[config.mk]
export PLATFORM = sky130hd
export DESIGN_NAME = pipeline_hazard_ctrl
export DESIGN_NICKNAME = d
export VERILOG_FILES = /design/src/rtl/pipeline_hazard_ctrl.sv
export SDC_FILE = /design/constraint.sdc
export NUM_CORES = 1
export LEC_CHECK = 0
export CORE_MARGIN = 5
export CORE_UTILIZATION = 30
export CTS_CLUSTER_SIZE = 24
export DETAILED_ROUTE_END_ITERATION = 10
export PLACE_DENSITY = 0.84
export SETUP_SLACK_MARGIN = 0.4
export SLEW_MARGIN = 25
export SYNTH_ARGS = -nofsm -noshare
export SYNTH_HDL_FRONTEND = slang
export SYNTH_SLANG_ARGS = --single-unit
[constraint.sdc]
create_clock -name clk -period 2.37 [get_ports clk]
set_input_delay 0.711 -clock clk [delete_from_list [all_inputs] [get_ports clk]]
set_output_delay 0.711 -clock clk [all_outputs]
set_load 0.1 [all_outputs]
[src/rtl/pipeline_hazard_ctrl.sv]
// Stall/flush sequencer for the 5-stage pipeline: zero-cycle Mealy enables/bubbles, memory-wait watchdog into sticky HALT.
// Optional performance counters (stall_cycles, flush_count) are built only when HAZARD_PERF_EN is defined.
module pipeline_hazard_ctrl #(
  parameter int MEM_TIMEOUT = 64,
  parameter int CNT_W       = 32
) (
  input  logic             clk,
  input  logic             rst_n,
  input  logic             idex_memread,
  input  logic [4:0]       idex_rt,
  input  logic [4:0]       ifid_rs,
  input  logic [4:0]       ifid_rt,
  input  logic             ifid_uses_rs,
  input  logic             ifid_uses_rt,
  input  logic             branch_taken,
  input  logic             exmem_memreq,
  input  logic             mem_ready,
  output logic             pc_write,
  output logic             ifid_write,
  output logic             idex_write,
  output logic             exmem_write,
  output logic             ifid_flush,
  output logic             idex_bubble,
  output logic             memwb_bubble,
  output logic             mem_err,
  output logic [CNT_W-1:0] stall_cycles,
  output logic [CNT_W-1:0] flush_count
);

  localparam int WAIT_W = (MEM_TIMEOUT > 2) ? $clog2(MEM_TIMEOUT) : 1;
  localparam logic [WAIT_W-1:0] WAIT_LAST = WAIT_W'(MEM_TIMEOUT - 1);

  typedef enum logic [1:0] {
    ST_RUN     = 2'd0,
    ST_MEMWAIT = 2'd1,
    ST_HALT    = 2'd2
  } state_e;

  typedef enum logic [1:0] {
    SEL_NORMAL  = 2'd0,
    SEL_FLUSH   = 2'd1,
    SEL_LOADUSE = 2'd2,
    SEL_FREEZE  = 2'd3
  } sel_e;

  state_e            state_q, state_d;
  logic [WAIT_W-1:0] wait_cnt_q, wait_cnt_d;
  logic              mem_err_q, mem_err_d;

  logic miss;
  logic rs_hit;
  logic rt_hit;
  logic load_use;
  logic frozen;
  sel_e sel;

  assign miss     = exmem_memreq & ~mem_ready;
  assign rs_hit   = ifid_uses_rs & (idex_rt == ifid_rs);
  assign rt_hit   = ifid_uses_rt & (idex_rt == ifid_rt);
  assign load_use = idex_memread & (idex_rt != 5'd0) & (rs_hit | rt_hit);

  // Hazards are only acted on when the pipeline actually moves; while frozen the
  // upstream registers hold, so the same hazard is re-seen on the release cycle.
  assign frozen = (state_q == ST_HALT) | miss | ((state_q == ST_MEMWAIT) & ~mem_ready);

  always_comb begin
    sel = SEL_NORMAL;
    if (frozen) begin
      sel = SEL_FREEZE;
    end else if (branch_taken) begin
      sel = SEL_FLUSH;
    end else if (load_use) begin
      sel = SEL_LOADUSE;
    end
  end

  always_ff @(posedge clk) begin
    if (!rst_n) begin
      state_q    <= ST_RUN;
      wait_cnt_q <= '0;
      mem_err_q  <= 1'b0;
    end else begin
      state_q    <= state_d;
      wait_cnt_q <= wait_cnt_d;
      mem_err_q  <= mem_err_d;
    end
  end

  always_comb begin
    state_d    = state_q;
    wait_cnt_d = wait_cnt_q;
    mem_err_d  = mem_err_q;
    case (state_q)
      ST_RUN: begin
        if (miss) begin
          state_d    = ST_MEMWAIT;
          wait_cnt_d = '0;
        end
      end
      ST_MEMWAIT: begin
        if (mem_ready) begin
          state_d    = ST_RUN;
          wait_cnt_d = '0;
        end else if (wait_cnt_q == WAIT_LAST) begin
          state_d   = ST_HALT;
          mem_err_d = 1'b1;
        end else begin
          wait_cnt_d = wait_cnt_q + WAIT_W'(1);
        end
      end
      ST_HALT: begin
        mem_err_d = 1'b1;
      end
      default: begin
        state_d = ST_RUN;
      end
    endcase
  end

  always_comb begin
    pc_write     = 1'b1;
    ifid_write   = 1'b1;
    idex_write   = 1'b1;
    exmem_write  = 1'b1;
    ifid_flush   = 1'b0;
    idex_bubble  = 1'b0;
    memwb_bubble = 1'b0;
    if (!rst_n) begin
      pc_write     = 1'b0;
      ifid_write   = 1'b0;
      idex_write   = 1'b0;
      exmem_write  = 1'b0;
      ifid_flush   = 1'b1;
      idex_bubble  = 1'b1;
      memwb_bubble = 1'b1;
    end else begin
      case (sel)
        SEL_FREEZE: begin
          pc_write     = 1'b0;
          ifid_write   = 1'b0;
          idex_write   = 1'b0;
          exmem_write  = 1'b0;
          memwb_bubble = 1'b1;
        end
        SEL_FLUSH: begin
          ifid_flush  = 1'b1;
          idex_bubble = 1'b1;
        end
        SEL_LOADUSE: begin
          pc_write    = 1'b0;
          ifid_write  = 1'b0;
          idex_bubble = 1'b1;
        end
        default: begin
        end
      endcase
    end
  end

  assign mem_err = mem_err_q;

`ifdef HAZARD_PERF_EN
  localparam logic [CNT_W-1:0] CNT_MAX = {CNT_W{1'b1}};

  logic [CNT_W-1:0] stall_q, stall_d;
  logic [CNT_W-1:0] flush_q, flush_d;

  always_comb begin
    stall_d = stall_q;
    flush_d = flush_q;
    if (((sel == SEL_FREEZE) || (sel == SEL_LOADUSE)) && (stall_q != CNT_MAX)) begin
      stall_d = stall_q + CNT_W'(1);
    end
    if ((sel == SEL_FLUSH) && (flush_q != CNT_MAX)) begin
      flush_d = flush_q + CNT_W'(1);
    end
  end

  always_ff @(posedge clk) begin
    if (!rst_n) begin
      stall_q <= '0;
      flush_q <= '0;
    end else begin
      stall_q <= stall_d;
      flush_q <= flush_d;
    end
  end

  assign stall_cycles = stall_q;
  assign flush_count  = flush_q;
`else
  assign stall_cycles = '0;
  assign flush_count  = '0;
`endif

endmodule

## After elaboration in Yosys (flattened, before gate mapping)

Index checks and enable logic that the tools add are counted.

| operators by class | value |
|---|---|
| add/sub/neg operators | 1 |
| equality and inequality tests | 13 |
| mux-type cells | 24 |
| bitwise operators | 11 |
| reductions and logical operators | 9 |

Operator list:

| operator | number |
|---|---|
| $mux W6 | 3 |
| $mux W1 | 12 |
| $mux W2 | 6 |
| $pmux W6 S2 | 1 |
| $eq A5 B5 Y1 | 2 |
| $reduce_and A3 Y1 | 3 |
| $add A6 B1 Y6 const B | 1 |
| $and A1 B1 Y1 | 6 |
| $eq A2 B2 Y1 const B | 3 |
| $eq A6 B6 Y1 const B | 1 |
| $pmux W2 S3 | 1 |
| $reduce_bool A5 Y1 | 1 |
| $eq A2 B1 Y1 const B | 2 |
| $ne A2 B2 Y1 const B | 2 |
| $reduce_bool A2 Y1 | 2 |
| $reduce_or A2 Y1 | 2 |
| $ne A3 B2 Y1 const B | 1 |
| $ne A3 B3 Y1 const B | 1 |
| $or A1 B1 Y1 | 3 |
| $logic_not A2 Y1 | 1 |
| $ne A2 B1 Y1 const B | 1 |
| $not A1 Y1 | 2 |
| $pmux W1 S2 | 1 |

| word-level totals | value |
|---|---|
| flip-flop bits (word level) | 9 |
| bits of input ports | 23 |
| word-level logic and storage cells | 61 |

## Logic depth before layout (Yosys ltp)

| logic depth | value |
|---|---|
| word-level depth | 11 |
| mapped depth | 9 |
| gate-level depth less buffers | 8 |

## Least setup slack after synthesis

Ideal clock, no wire load.

| timing path | value |
|---|---|
| path type | input-to-output |
| start | in ifid_rs[4] |
| end | out pc_write |
| data arrival time | 5.731 ns |
| required time | 1.659 ns |
| path slack | -4.072 ns |
| stages on the path | 9 |
| cell sequence | xnor2_1 -> nand4_1 -> o22ai_1 -> a41o_1 -> ha_1 -> nor2_1 -> inv_1 -> nor2_1 -> buf_4 |

| on the way | value |
|---|---|
| word-level cells in the longest chain between the ends | 11 |

Ends and longest elaborated chain:

| what | line | source |
|---|---|---|
| start, declared | 11 | `input logic [4:0] ifid_rs,` |
| $eq A5 B5 Y1 * | 58 | `assign rs_hit = ifid_uses_rs & (idex_rt == ifid_rs);` |
| $and A1 B1 Y1 * | 58 |  |
| $or A1 B1 Y1 * | 60 | `assign load_use = idex_memread & (idex_rt != 5'd0) & (rs_hit \| rt_hit);` |
| $and A1 B1 Y1 * | 60 |  |
| $mux W2 * | 72 | `end else if (load_use) begin` |
| $mux W2 * | 70 | `end else if (branch_taken) begin` |
| $mux W2 * | 68 | `if (frozen) begin` |
| $eq A2 B2 Y1 | n/a |  |
| $reduce_or A2 Y1 (no line) * | n/a |  |
| $mux W1 * (2 in a row) | n/a |  |
| end, declared | 18 | `output logic pc_write,` |

Every way passes the cells marked *; elsewhere a longest branch is shown, timed or not.

## Final worst setup path

| timing path | value |
|---|---|
| start | in ifid_rs[4] |
| end | out ifid_write |

| on the way | value |
|---|---|
| word-level cells in the longest chain between the ends | 11 |

Ends and longest elaborated chain:

| what | line | source |
|---|---|---|
| $eq A5 B5 Y1 * | 58 |  |
| $and A1 B1 Y1 * | 58 |  |
| $or A1 B1 Y1 * | 60 |  |
| $and A1 B1 Y1 * | 60 |  |
| $mux W2 * | 72 |  |
| $mux W2 * | 70 |  |
| $mux W2 * | 68 |  |
| $eq A2 B2 Y1 | 137 | `case (sel)` |
| $reduce_or A2 Y1 (no line) * | n/a |  |
| $mux W1 * | 137 |  |
| $mux W1 * | 128 | `if (!rst_n) begin` |
| end, declared | 19 | `output logic ifid_write,` |

Marked as above.

==> results.sh <==
export IMPL_instances_no_fill=253
export IMPL_finalSetupTns_ps=-3080
export IMPL_clk_pin_slew_ps=50
export IMPL_ys_flop_type="dfxtp_1"
export IMPL_synth_most_common_cell="buf_4"
export IMPL_fin_crit_sh_pct=120
export IMPL_placed_cells=244
export IMPL_postCtsHoldBufs=0
export IMPL_die_h_um=72.8
export IMPL_powerDensity_nw_per_um2=624
export IMPL_ys_seq_elements=9
export IMPL_dp_hpwl_um=2280
export IMPL_synthArstFlopShare_pct=0
export IMPL_top_layer_used="met4"
export IMPL_worstPathRequired_ps=1660
export IMPL_wl_met2_um=1660
export IMPL_yosysTopAreaCellShare_pct=41.9
export IMPL_hold_path_class="reg -> reg"
export IMPL_portBuffers=30
export IMPL_cp_slowest_cell="a41o_1"
export IMPL_insertion_delay_ps=240
export IMPL_cp_start_kind="primary input"
export IMPL_worst_ir_drop_vdd_mv=0.280
export IMPL_htreeDepth=1
export IMPL_cts_buffers_inserted=3
export IMPL_wl_um=3090
export IMPL_dpl_cell_area_um2=1500
export IMPL_cts_tree="done"
export IMPL_coreArea_um2=3740
export IMPL_finalNetCount=233
export IMPL_start_util_pct=31.6
export IMPL_maxCapViolations=0
export IMPL_cp_max_fo=2
export IMPL_layout_setup_ws_ps=-481
export IMPL_cp_end_kind="primary output"
export IMPL_violations="negative setup slack"
export IMPL_period_minus_slack_ps=2850
export IMPL_holdWs_ps=460
export IMPL_drc=0
export IMPL_final_area_um2=1690
export IMPL_drt_first_pass_iters=4
export IMPL_finClkSkew_ps=4.05
export IMPL_cp_num_buf_inv=3
export IMPL_crit_type="in -> out"
export IMPL_die_w_um=72.8
export IMPL_crit_arrival_ps=2140
export IMPL_core_rowCount=22
export IMPL_ys_top_cells_by_count="buf_4, xnor2_1, dfxtp_1, nand2_1, nor2_1"
export IMPL_n_fill_cell=378
export IMPL_clock_sinks=9
export IMPL_vias_per_cell=4.10
export IMPL_overflow=0
export IMPL_netlist_area_um2=1180
export IMPL_grt_setup_unrepaired="yes"
export IMPL_gp_congestion=0.815
export IMPL_final_core_util_pct=45.1
export IMPL_drt_met1_wl_um=1010
export IMPL_synth_avg_cell_area_um2=7.64
export IMPL_synth_top_area_cell="buf_4"
export IMPL_wl_per_cell_um=12.2
export IMPL_yosysSeqAreaShare_pct=15.2
export IMPL_slew_viol_final=0
export IMPL_grt_pass1_vias=1038
export IMPL_synth_edf_count=0
export IMPL_yosysWarnings=0
export IMPL_met3WireLength_um=247
export IMPL_yosys_cell_types_count=29
export IMPL_hold_viol=0
export IMPL_die_area_um2=5300
export IMPL_path_cells="buf_8, xnor2_4, nand4_1, o22ai_2, a41o_1, ha_2, nor2_4, clkinvlp_4, nor2_4, buf_12"
export IMPL_area_growth_pct=42.7
export IMPL_grt_pass1_wl_um=4750
export IMPL_fmax_mhz=351
export IMPL_layout_drive_gt1_share_pct=34.1
export IMPL_synth_area_top_cells="buf_4, dfxtp_1, xnor2_1"
export IMPL_routed_via_count=1038
export IMPL_gr_usage_all_layers_pct=11.3
export IMPL_setup_viol=7
export IMPL_p_leak_nw=0.820
export IMPL_max_stage_delay_ps=200
export IMPL_antenna_found_initial=0
export IMPL_synthCells=155
export IMPL_diodes=0
export IMPL_ios=95
export IMPL_crit_top_cell="nor2_4"
export IMPL_clock_root_buffer="clkbuf_8"
export IMPL_clk_path_buf_depth=2
export IMPL_drt_iter0_markers=63
export IMPL_status="complete, but fails checks"
export IMPL_crit_family="buffers and inverters"
export IMPL_p_total_mw=1.05
export IMPL_detail_route_antenna_nets=0
export IMPL_post_place_ws_ps=-930
export IMPL_grt_max_degree=8
==> state kept, by name, indices dropped and copies added (netlist names) <==
name        cells
wait_cnt_q      6
state_q         2
mem_err         1
==> worst min-delay path: cells and delay by family (launching register included) <==
family                 cells  cell delay [ps]
DFF                        1              310
AOI/OAI and AO/OA          1               60
buffers and inverters      1               50
==> layout by cell type, fill, tap and decap left out, drive strengths merged <==
master,instances
a31oi,3
o22ai,1
nor2,8
nand2,8
o311a,1
or4,1
a41o,1
inv,6
xnor2,10
dlygate4sd2,5
clkbuf,4
a21oi,7
nor2b,1
and4,1
clkinvlp,1
dfxtp,9
or3b,1
ha,4
a41oi,1
conb,64
or3,1
nand3,3
buf,43
nor3,4
nand2b,3
o31ai,1
clkdlybuf4s50,1
nor4b,1
nor4,1
o21ai,7
nor3b,1
nand4,2
==> repair_timing <==
action | 4_1_cts | 5_1_grt
pin swaps | 23 | 2
gates resized for setup | 95 | 10
setup buffers | 4 | 1
setup endpoints to repair | 9 | 7
==> layer usage <==
layer / vias to the layer above / GRT usage (%)
met4: 0 / 7.99
li1: 485 / -
met5: - / 0
met2: 63 / 20.4
met3: 16 / 1.65
met1: 474 / 11.9
==> report_power, final <==
| part | switching (mW) | total (mW) | internal (mW) |
|---|---|---|---|
| logic | 0.587 | 0.717 | 0.130 |
| clock network | 0.0655 | 0.183 | 0.118 |
| registers | 0.00128 | 0.154 | 0.153 |
==> worst paths after layout <==
kind,from,endpoint,slack [ps],depth (start not counted)
worst max-delay path,ifid_rs[4],ifid_write,-480,10
worst min-delay path,mem_err$_SDFFE_PN0P_,mem_err$_SDFFE_PN0P_,460,2
worst max register to register,wait_cnt_q[0]$_SDFFE_PN0P_,wait_cnt_q[0]$_SDFFE_PN0P_,710,5
worst min register to register,mem_err$_SDFFE_PN0P_,mem_err$_SDFFE_PN0P_,460,2
==> final cells by class <==
cell class | instances | area, um^2 | share of cell area (%)
flip-flops and latches | 9 | 180 | 10.7
clock buffers | 4 | 45.0 | 2.67
multi-input cells | 136 | 851 | 50.4
repair buffers | 49 | 523 | 31.0
well taps | 48 | 60.1 | 3.56
inverters | 7 | 30.0 | 1.78
==> logic make-up (layout without fill, tap and decap cells) <==
logic type	Yosys count	in the layout	share of synthesized area, %
DFF	9	9	15.2
buffers and inverters	73	60	44.1
and+or+nand+nor	36	36	17.7
xor gates and xnor gates	10	10	7.40
other	1	64	0.317
AOI/OAI and AO/OA	22	22	11.1
adders and majority gates	4	4	4.23
Note: power is estimated with default switching activity, not from simulation.
